`config.mk`:
```
export PLATFORM = sky130hd
export DESIGN_NAME = hazard_detect_unit_flat
export DESIGN_NICKNAME = d
export VERILOG_FILES = /design/src/rtl/pipeline_pkg.sv /design/src/rtl/hazard_detect_unit_if.sv /design/src/rtl/hazard_scoreboard.sv /design/src/rtl/hazard_detect_unit.sv /design/src/flat_wrapper.sv
export SDC_FILE = /design/constraint.sdc
export NUM_CORES = 1
export LEC_CHECK = 0
export BUFFER_PORTS_ARGS = -buffer_cell sky130_fd_sc_hd__buf_2
export CORE_ASPECT_RATIO = 1.5
export CORE_UTILIZATION = 39
export DETAILED_ROUTE_END_ITERATION = 6
export GPL_TIMING_DRIVEN = 0
export PLACE_DENSITY = 0.79
export REMOVE_ABC_BUFFERS = 1
export SYNTH_ARGS = -nofsm -noshare
export SYNTH_HDL_FRONTEND = slang
export SYNTH_SLANG_ARGS = --single-unit
```
`constraint.sdc`:
```
create_clock -name clk -period 2.1 [get_ports clk]
set_clock_uncertainty 0.2 [all_clocks]
set_input_delay 0.42 -clock clk [delete_from_list [all_inputs] [get_ports clk]]
set_output_delay 0.42 -clock clk [all_outputs]
set_load 0.05 [all_outputs]
```
`src/rtl/pipeline_pkg.sv`:
```
// pipeline_pkg
// Shared types for the decode-stage hazard logic.
//   REG_ADDR_W  - architectural register address width
//   TRACK_DEPTH - downstream stages tracked by the scoreboard (EX, MEM, WB)
//   fwd_sel_t   - EX operand source select encoding
//   sb_entry_t  - one in-flight register writer {valid, dst, is_load}
//   src_hit()   - does a decode source read the register an entry writes?
package pipeline_pkg;

    localparam int REG_ADDR_W  = 5;
    localparam int TRACK_DEPTH = 3;

    typedef enum logic [1:0] {
        FWD_RF    = 2'd0,
        FWD_EXMEM = 2'd1,
        FWD_MEMWB = 2'd2
    } fwd_sel_t;

    typedef struct packed {
        logic                  valid;
        logic [REG_ADDR_W-1:0] dst;
        logic                  is_load;
    } sb_entry_t;

    // Register 0 is hardwired, so a read of it never depends on a writer.
    function automatic logic src_hit(input logic                  used,
                                     input logic [REG_ADDR_W-1:0] src,
                                     input sb_entry_t             e);
        return used && e.valid && (src == e.dst) && (src != '0);
    endfunction

endpackage

```
`src/rtl/hazard_detect_unit_if.sv`:
```
// hazard_detect_unit_if
// Decode-slot bundle between the decode stage and the hazard unit.
//   master : decode side, drives the id_* fields and flush
//   slave  : hazard unit, returns the stall predicate, forwarding selects
//            and the scoreboard contents (dbg_ex/dbg_mem/dbg_wb)
// There is no valid/ready handshake: id_valid only marks that the decode
// slot holds a real instruction; load_write_predicate tells the stall
// engine to hold that instruction in decode for this cycle.
interface hazard_detect_unit_if;
    import pipeline_pkg::*;

    logic                  id_valid;
    logic [REG_ADDR_W-1:0] id_rs;
    logic [REG_ADDR_W-1:0] id_rt;
    logic                  id_rs_used;
    logic                  id_rt_used;
    logic [REG_ADDR_W-1:0] id_dst;
    logic                  id_reg_write;
    logic                  id_is_load;
    logic                  flush;
    logic                  load_write_predicate;
    logic [1:0]            fwd_a_sel;
    logic [1:0]            fwd_b_sel;
    sb_entry_t             dbg_ex;
    sb_entry_t             dbg_mem;
    sb_entry_t             dbg_wb;

    modport master (
        output id_valid, id_rs, id_rt, id_rs_used, id_rt_used,
               id_dst, id_reg_write, id_is_load, flush,
        input  load_write_predicate, fwd_a_sel, fwd_b_sel,
               dbg_ex, dbg_mem, dbg_wb
    );

    modport slave (
        input  id_valid, id_rs, id_rt, id_rs_used, id_rt_used,
               id_dst, id_reg_write, id_is_load, flush,
        output load_write_predicate, fwd_a_sel, fwd_b_sel,
               dbg_ex, dbg_mem, dbg_wb
    );

endinterface

```
`src/rtl/hazard_scoreboard.sv`:
```
// hazard_scoreboard
// Shift register of in-flight register writers: stage 0 = EX, 1 = MEM,
// 2 = WB. A decode instruction enters EX only when it issues, writes a
// register and that register is not $0; otherwise a bubble enters.
// Ports:
//   clk, rst      - clock, synchronous active-high reset (clears all entries)
//   issue         - decode instruction advances into EX this cycle
//   reg_write     - it writes dst
//   dst           - destination register
//   is_load       - it is a load
//   ex, mem, wb   - current entry contents
module hazard_scoreboard
    import pipeline_pkg::*;
(
    input  logic                  clk,
    input  logic                  rst,
    input  logic                  issue,
    input  logic                  reg_write,
    input  logic [REG_ADDR_W-1:0] dst,
    input  logic                  is_load,
    output sb_entry_t             ex,
    output sb_entry_t             mem,
    output sb_entry_t             wb
);

    sb_entry_t stage_q [TRACK_DEPTH];
    sb_entry_t incoming;

    always_comb begin
        incoming = '0;
        if (issue && reg_write && (dst != '0)) begin
            incoming.valid   = 1'b1;
            incoming.dst     = dst;
            incoming.is_load = is_load;
        end
    end

    always_ff @(posedge clk) begin
        if (rst) begin
            for (int i = 0; i < TRACK_DEPTH; i++) begin
                stage_q[i] <= '0;
            end
        end else begin
            stage_q[0] <= incoming;
            for (int i = 1; i < TRACK_DEPTH; i++) begin
                stage_q[i] <= stage_q[i-1];
            end
        end
    end

    assign ex  = stage_q[0];
    assign mem = stage_q[1];
    assign wb  = stage_q[2];

endmodule

```
`src/rtl/hazard_detect_unit.sv`:
```
// hazard_detect_unit
// Decode-stage hazard unit: raises load_write_predicate (stall request)
// for the decode instruction and produces EX-aligned forwarding selects.
// Ports:
//   clk, rst - pipeline clock, synchronous active-high reset
//   bus      - hazard_detect_unit_if.slave (decode fields in, stall,
//              fwd_a_sel/fwd_b_sel and scoreboard contents out)
// Build option HAZARD_FWD_EN:
//   defined   - EX/MEM and MEM/WB forwarding; only a load in EX stalls
//   undefined - no forwarding (selects stay 0); any writer in EX or MEM
//               that a source reads stalls. WB is always covered by the
//               write-first register file.
module hazard_detect_unit
    import pipeline_pkg::*;
(
    input  logic                 clk,
    input  logic                 rst,
    hazard_detect_unit_if.slave  bus
);

    sb_entry_t ex_entry, mem_entry, wb_entry;
    logic      issue;
    logic      stall_cond;
    logic      predicate;
    logic      hit_rs_ex, hit_rt_ex, hit_rs_mem, hit_rt_mem;

    assign hit_rs_ex  = src_hit(bus.id_rs_used, bus.id_rs, ex_entry);
    assign hit_rt_ex  = src_hit(bus.id_rt_used, bus.id_rt, ex_entry);
    assign hit_rs_mem = src_hit(bus.id_rs_used, bus.id_rs, mem_entry);
    assign hit_rt_mem = src_hit(bus.id_rt_used, bus.id_rt, mem_entry);

`ifdef HAZARD_FWD_EN
    // A load result is not available until after MEM, so only a load in
    // EX has to hold the consumer; everything else is forwarded.
    assign stall_cond = ex_entry.is_load & (hit_rs_ex | hit_rt_ex);
`else
    assign stall_cond = hit_rs_ex | hit_rt_ex | hit_rs_mem | hit_rt_mem;
`endif

    // Flush wins over a stall: the killed instruction becomes a bubble.
    assign predicate = ~rst & bus.id_valid & ~bus.flush & stall_cond;
    assign issue     = bus.id_valid & ~bus.flush & ~predicate;

    assign bus.load_write_predicate = predicate;

    hazard_scoreboard u_scoreboard (
        .clk       (clk),
        .rst       (rst),
        .issue     (issue),
        .reg_write (bus.id_reg_write),
        .dst       (bus.id_dst),
        .is_load   (bus.id_is_load),
        .ex        (ex_entry),
        .mem       (mem_entry),
        .wb        (wb_entry)
    );

    assign bus.dbg_ex  = ex_entry;
    assign bus.dbg_mem = mem_entry;
    assign bus.dbg_wb  = wb_entry;

`ifdef HAZARD_FWD_EN
    fwd_sel_t fwd_a_q, fwd_b_q;

    // The youngest writer (EX) wins over MEM.
    function automatic fwd_sel_t fwd_pick(input logic hit_ex,
                                          input logic hit_mem,
                                          input logic ex_is_load);
        if (hit_ex && !ex_is_load) return FWD_EXMEM;
        else if (hit_mem)          return FWD_MEMWB;
        else                       return FWD_RF;
    endfunction

    // Registered so the select lines up with the instruction in EX;
    // a bubble entering EX carries select 0.
    always_ff @(posedge clk) begin
        if (rst || !issue) begin
            fwd_a_q <= FWD_RF;
            fwd_b_q <= FWD_RF;
        end else begin
            fwd_a_q <= fwd_pick(hit_rs_ex, hit_rs_mem, ex_entry.is_load);
            fwd_b_q <= fwd_pick(hit_rt_ex, hit_rt_mem, ex_entry.is_load);
        end
    end

    assign bus.fwd_a_sel = fwd_a_q;
    assign bus.fwd_b_sel = fwd_b_q;
`else
    assign bus.fwd_a_sel = FWD_RF;
    assign bus.fwd_b_sel = FWD_RF;
`endif

endmodule

```
`src/flat_wrapper.sv`:
```
// flat-port wrapper written by rule: the top's interface ports become plain ports
module hazard_detect_unit_flat import pipeline_pkg::*;
  (clk, rst, bus_id_valid, bus_id_rs, bus_id_rt, bus_id_rs_used, bus_id_rt_used, bus_id_dst, bus_id_reg_write, bus_id_is_load, bus_flush, bus_load_write_predicate, bus_fwd_a_sel, bus_fwd_b_sel, bus_dbg_ex, bus_dbg_mem, bus_dbg_wb);
  hazard_detect_unit_if bus_i ();
  input  logic clk;
  input  logic rst;
  input wire logic [$bits(bus_i.id_valid)-1:0] bus_id_valid;
  input wire logic [$bits(bus_i.id_rs)-1:0] bus_id_rs;
  input wire logic [$bits(bus_i.id_rt)-1:0] bus_id_rt;
  input wire logic [$bits(bus_i.id_rs_used)-1:0] bus_id_rs_used;
  input wire logic [$bits(bus_i.id_rt_used)-1:0] bus_id_rt_used;
  input wire logic [$bits(bus_i.id_dst)-1:0] bus_id_dst;
  input wire logic [$bits(bus_i.id_reg_write)-1:0] bus_id_reg_write;
  input wire logic [$bits(bus_i.id_is_load)-1:0] bus_id_is_load;
  input wire logic [$bits(bus_i.flush)-1:0] bus_flush;
  output wire logic [$bits(bus_i.load_write_predicate)-1:0] bus_load_write_predicate;
  output wire logic [$bits(bus_i.fwd_a_sel)-1:0] bus_fwd_a_sel;
  output wire logic [$bits(bus_i.fwd_b_sel)-1:0] bus_fwd_b_sel;
  output wire logic [$bits(bus_i.dbg_ex)-1:0] bus_dbg_ex;
  output wire logic [$bits(bus_i.dbg_mem)-1:0] bus_dbg_mem;
  output wire logic [$bits(bus_i.dbg_wb)-1:0] bus_dbg_wb;
  assign bus_i.id_valid = bus_id_valid;
  assign bus_i.id_rs = bus_id_rs;
  assign bus_i.id_rt = bus_id_rt;
  assign bus_i.id_rs_used = bus_id_rs_used;
  assign bus_i.id_rt_used = bus_id_rt_used;
  assign bus_i.id_dst = bus_id_dst;
  assign bus_i.id_reg_write = bus_id_reg_write;
  assign bus_i.id_is_load = bus_id_is_load;
  assign bus_i.flush = bus_flush;
  assign bus_load_write_predicate = bus_i.load_write_predicate;
  assign bus_fwd_a_sel = bus_i.fwd_a_sel;
  assign bus_fwd_b_sel = bus_i.fwd_b_sel;
  assign bus_dbg_ex = bus_i.dbg_ex;
  assign bus_dbg_mem = bus_i.dbg_mem;
  assign bus_dbg_wb = bus_i.dbg_wb;
  hazard_detect_unit u_core (.clk(clk), .rst(rst), .bus(bus_i));
endmodule
```
=== After elaboration in Yosys (flattened, before gate mapping) ===
Memories as Yosys holds them, arrays and structs flattened.
Index checks and enable logic that the tools add are counted.

* Reduce and logical (&&, ||, !) cells: 17
* Muxes and demuxes: 7
* Bitwise gates (word level): 14
* Equality and inequality tests: 4
* Magnitude comparators: 0
* $mul: 0
* Div/mod/pow operators: 0
* Shifts and indexed selects: 0
* Add/subtract/negate cells: 0

{| class="wikitable"
|+ Operator list
! kind !! number
|-
| 2-to-1 mux 7 bit || 4
|-
| == test 5 bit || 4
|-
| nonzero test 5 bit || 3
|-
| logical AND 1 bit || 14
|-
| bitwise OR 1 bit || 6
|-
| AND 1 bit || 5
|-
| 2-to-1 mux 1 bit || 3
|-
| NOT 1 bit || 3
|}

* Bits in writable memories: 21
* Latch bits: 0
* Output and inout port bits: 26
* ROM bits: 0
* Input bits: 23
* Word-level logic and storage cells: 43
* Memories kept: 1
* Register bits: 0

{| class="wikitable"
|+ Memory list
! name !! words !! width !! read ports !! clocked after Yosys merged registers in !! wr ports !! line !! source
|-
| u_core.u_scoreboard.stage_q || 3 || 7 || 3 || 0 || 3 || hazard_scoreboard.sv:26 || <nowiki>sb_entry_t stage_q [TRACK_DEPTH];</nowiki>
|}

=== Depth between registers and ports, before layout ===
An unclocked memory read counts as a cell.

* Depth in word-level cells: 14
* Mapped depth: 5
* Gate-level depth less buffers: 5

=== Cells and area by module ===
A second synthesis with hierarchy kept.

* Cells, all modules: 89
* Area, all modules: 904.6 um2

{| class="wikitable"
|+ Modules (own cells, without submodules)
! module !! instances !! cells each !! area each (um2)
|-
| hazard_scoreboard || 1 || 45 || 581.8
|-
| hazard_detect_unit || 1 || 44 || 322.8
|}

=== Least setup slack after synthesis ===
OpenSTA, ideal clock, no wires.

* Path kind: reg-to-output
* From: memory u_core.u_scoreboard.stage_q[0][10] in the netlist's numbering
* To: output port bus_load_write_predicate
* Arrival time: 1.905 ns
* Stages on the path, launching flop included: 6
* Path buffers: 0
* Slack: -0.425 ns
* Cells stage by stage: dfxtp_1 > xor2_1 > nor4_1 > a32oi_1 > o21ai_4 > o211a_1

{| class="wikitable"
|+ RTL lines
! item !! line !! source
|-
| from (decl) || hazard_scoreboard.sv:26 ||
|-
| to (decl) || flat_wrapper.sv:16 || <nowiki>output wire logic [$bits(bus_i.load_write_predicate)-1:0] bus_load_write_predicate;</nowiki>
|}

=== Final worst setup path ===
* From: input port bus_id_rs[3]
* To: output port bus_load_write_predicate

* Word-level cells in the longest chain between the ends: 7
* Elaborated cells between the ends (all ways): 11
* Classes of those cells: 2 x eq/ne; 4 x bitwise; 5 x reduce/logical

{| class="wikitable"
|+ RTL lines
! item !! line !! source
|-
| from (decl) || flat_wrapper.sv:8 || <nowiki>input wire logic [$bits(bus_i.id_rs)-1:0] bus_id_rs;</nowiki>
|-
| == test 5 bit || pipeline_pkg.sv:29 || <nowiki>return used && e.valid && (src == e.dst) && (src != '0);</nowiki>
|-
| logical AND 1 bit (2 in a row) || pipeline_pkg.sv:29 ||
|-
| bitwise OR 1 bit || hazard_detect_unit.sv:37 || <nowiki>assign stall_cond = hit_rs_ex | hit_rt_ex | hit_rs_mem | hit_rt_mem;</nowiki>
|-
| bitwise OR 1 bit (*) (2 in a row) || hazard_detect_unit.sv:37 ||
|-
| AND 1 bit (*) || hazard_detect_unit.sv:41 || <nowiki>assign predicate = ~rst & bus.id_valid & ~bus.flush & stall_cond;</nowiki>
|}

Every way passes the cells marked *; elsewhere a longest branch is shown, timed or not.

==> metrics.md <==
| Metric | Value |
|---|---|
| Hold endpoint | `u_core.u_scoreboard.stage_q[0][2]$_SDFF_PP0_` |
| Vias per cell | `around 5.0` |
| Hold WS | `about 0.13 ns` |
| Layout Cells excl Fill | `around 160` |
| Synthesized cell area | `roughly 940 sq um` |
| Hold Buf Count CTS | `0` |
| CTS tree | `built` |
| Final Util | `56.1%` |
| CP cell instances | `buf_6 -> or4_4 -> o21ai_2 -> nand4b_4 -> o21ai_4 -> o211a_1 -> buf_6` |
| FILL cells | `approximately 200` |
| HPWL Detailed | `between 1500 and 2000 um` |
| Clock latency on the worst-skew pair | `between 0.3 and 0.4 ns` |
| H-tree levels | `1` |
| Routed Antenna Nets | `0` |
| Placed cells | `roughly 160` |
| Largest net degree at the start of global routing | `16` |
| Sequential cell area fraction in the yosys report | `between 40% and 50%` |
| Final hold viol count | `0` |
| Row Count | `21` |
| Reg2reg end | `u_core.u_scoreboard.stage_q[0][0]$_SDFF_PP0_` |
| Reg clk slew, reported paths | `between 0.1 and 0.15 ns` |
| Initial Util | `between 40% and 50%` |
| Nets | `about 160` |
| Yosys Warn Count | `0` |
| Initial antenna violation count | `0` |
| DRC Markers | `0` |
| Setup ws final | `-0.406 ns` |
| Pwr/cell area | `between 500 and 600 mW/mm^2` |
| Setup TNS | `-0.406 ns` |
| Mapped Cells | `91` |
| GP Congestion | `0.866` |
| Clock Tree Buf Depth | `2` |
| Syn_area_per_cell | `10.3 sq um` |
| Max Cap Violations | `0` |
| Total congestion overflow | `0` |
| Worst R2R Setup Slack | `~0.4 ns` |
| Worst-path maximum fanout | `3` |
| RSZ-0062 raised after global routing | `yes` |
| Die W | `42.1 um` |
| Status | `finished with violations` |
| Worst reg-to-reg path cell count | `6` |
| Synth cell types | `22` |
| Worst Setup Path Type | `input pin to primary output` |
| Crit-path most repeated cell | `buf_6` |
| CP max-delay cell | `or4_4` |
| Routed Wire Length | `between 2000 and 2500 um` |
| Core area | `approximately 0.0023 sq mm` |
| Flops & latches, synth | `21` |
| First-pass GRT wire length | `between 2000 and 3000 um` |
| Hold Crit Start | `bus_id_dst[1]` |
| N_diodes | `0` |
| Area taken by multi-input logic gates | `518 sq um` |
| Final Setup Violations | `1` |
| CP required | `roughly 1.5 ns` |
| All-Layer GR Usage | `about 16%` |
| Post-route clock period utilization | `119%` |
| CTS sink count | `21` |
| Die height | `around 62 um` |
| Fmax | `about 0.4 GHz` |
| Area growth, synth to finish | `35.1%` |
| I/O pin total | `between 40 and 50` |
| Max incr delay on CP | `between 0.5 and 0.6 ns` |
| CP Launch Type | `input pin` |
| Tmin final | `2.51 ns` |
| Biggest register | `u_core.u_scoreboard.stage_q` |
| WP data arrival | `between 1.5 and 2 ns` |
| Root buf cell | `clkbuf_4` |
| HP Class | `input pin to register` |
| Port Buffers | `44` |
| Routed len/inst | `around 13 um` |
| Biggest regs | `u_core.u_scoreboard.stage_q x21` |
| Vias in the first global route | `approximately 690` |
| Hold Path Depth | `3` |
| CP endpoint kind | `primary output` |
| Final Max Slew Viols | `0` |
| Failing checks | `negative setup slack` |
| Leakage | `0.674 nW` |
| Drt first pass iters | `4` |
| Sequential cell area | `between 400 and 500 sq um` |
| Detailed Route Iter0 Violations | `16` |
| Die area | `about 0.0026 sq mm` |
| Fraction of layout instances using a drive strength above 1 | `44.9%` |
| Number of CTS-inserted buffers | `3` |
| Max reg flops | `21` |
| Vias post-DR | `between 800 and 900` |
| Peak VDD IR | `0.277 mV` |
| Worst r2r src | `u_core.u_scoreboard.stage_q[0][3]$_SDFF_PP0_` |
[cell usage after synthesis]
library cell | instances | share of area (%)
nand4b_4 | 1 | 2.5
o211a_1 | 1 | 1.1
nor3_1 | 6 | 3.2
nor4b_2 | 1 | 1.6
buf_4 | 4 | 3.2
and2_1 | 1 | 0.67
nand4_1 | 2 | 1.3
clkbuf_1 | 1 | 0.40
nor2_1 | 2 | 0.80
nor2b_1 | 14 | 9.3
o21ai_1 | 1 | 0.53
nand4b_2 | 1 | 1.6
nor4_1 | 4 | 2.7
or4_1 | 2 | 1.6
a32oi_1 | 1 | 0.93
dfxtp_1 | 21 | 45
o21ai_2 | 1 | 0.93
o21ai_4 | 1 | 1.7
xnor2_1 | 6 | 5.6
inv_1 | 5 | 2.0
conb_1 | 1 | 0.40
xor2_1 | 14 | 13
[repair_timing]
action,CTS,global route
setup endpoints to repair,1,1
buffers inserted,1,0
resized for setup,11,6
pin swaps,5,5
[layout by cell type, fill, tap and decap left out, types with 2 or more instances in the layout]
cell and n:
buf_2 41, buf_6 3, clkbuf_4 3, conb_1 4, dfxtp_1 17, dfxtp_2 3
inv_1 5, nand4_1 2, nand4b_4 2, nor2_1 2, nor2b_1 14, nor3_1 6
nor4_1 2, xnor2_1 6, xor2_1 13
[worst max-delay path: cells and delay by family]
family	cells	cell delay, ns
buf+inv	2	0.25
simple gates	2	0.70
compound gates	3	0.50
[cell families (layout without fill, tap and decap cells)]
kind of cell / Yosys count / count (layout) / synth area share [%]
xor+xnor: 20 / 20 / 18.7
other cells: 1 / 4 / 0.400
buf+inv: 10 / 54 / 5.60
compound gates: 5 / 5 / 5.20
flops: 21 / 21 / 44.8
simple gates: 34 / 34 / 25.3
[worst max path at each step]
stage / startpoint / end / slack (ns)
after floorplan: u_core.u_scoreboard.stage_q[0][10]$_SDFF_PP0_ / bus_load_write_predicate / -0.43
after global placement: bus_id_rs[0] / bus_load_write_predicate / -0.42
after detailed placement: bus_id_rs[0] / bus_load_write_predicate / -0.46
after CTS: u_core.u_scoreboard.stage_q[0][12]$_SDFF_PP0_ / bus_load_write_predicate / -0.36
after global routing: bus_id_rs[3] / bus_load_write_predicate / -0.46
final: bus_id_rs[3] / bus_load_write_predicate / -0.41
[through the flow]
stage / total power, mW / cell area (sq um) / worst slack (ns)
2_1_floorplan: 0.479 / 916 / -0.425
3_3_place_gp: 0.520 / 1160 / -0.422
3_5_place_dp: 0.523 / 1160 / -0.458
4_1_cts: 0.720 / 1240 / -0.358
5_1_grt: 0.749 / 1270 / -0.464
6_report: 0.717 / 1270 / -0.406
[per-layer routing]
metal / vias to the layer above / track usage [%] / part of all wire, %
li1: 389 / - / -
met1: 369 / 16.6 / 36
met2: 47 / 29.9 / 53
met4: 0 / 14.7 / 3.3
met3: 4 / 1.16 / 7.8
met5: - / 0 / 0
[final cells by class]
cell class / instances / area share [%]
Multi-Input combinational cell: 63 / 40.9
Timing Repair Buffer: 45 / 19.4
Sequential cell: 21 / 33.8
Clock inverter: 1 / 0.395
Tap cell: 23 / 2.27
Clock buffer: 3 / 1.78
Inverter: 5 / 1.48
[where the power goes]
part,internal (mW),switching [mW]
sequential,0.402,0.00492
combinational,0.0412,0.0759
clock,0.0714,0.122
(Power assumes the default switching activity.)
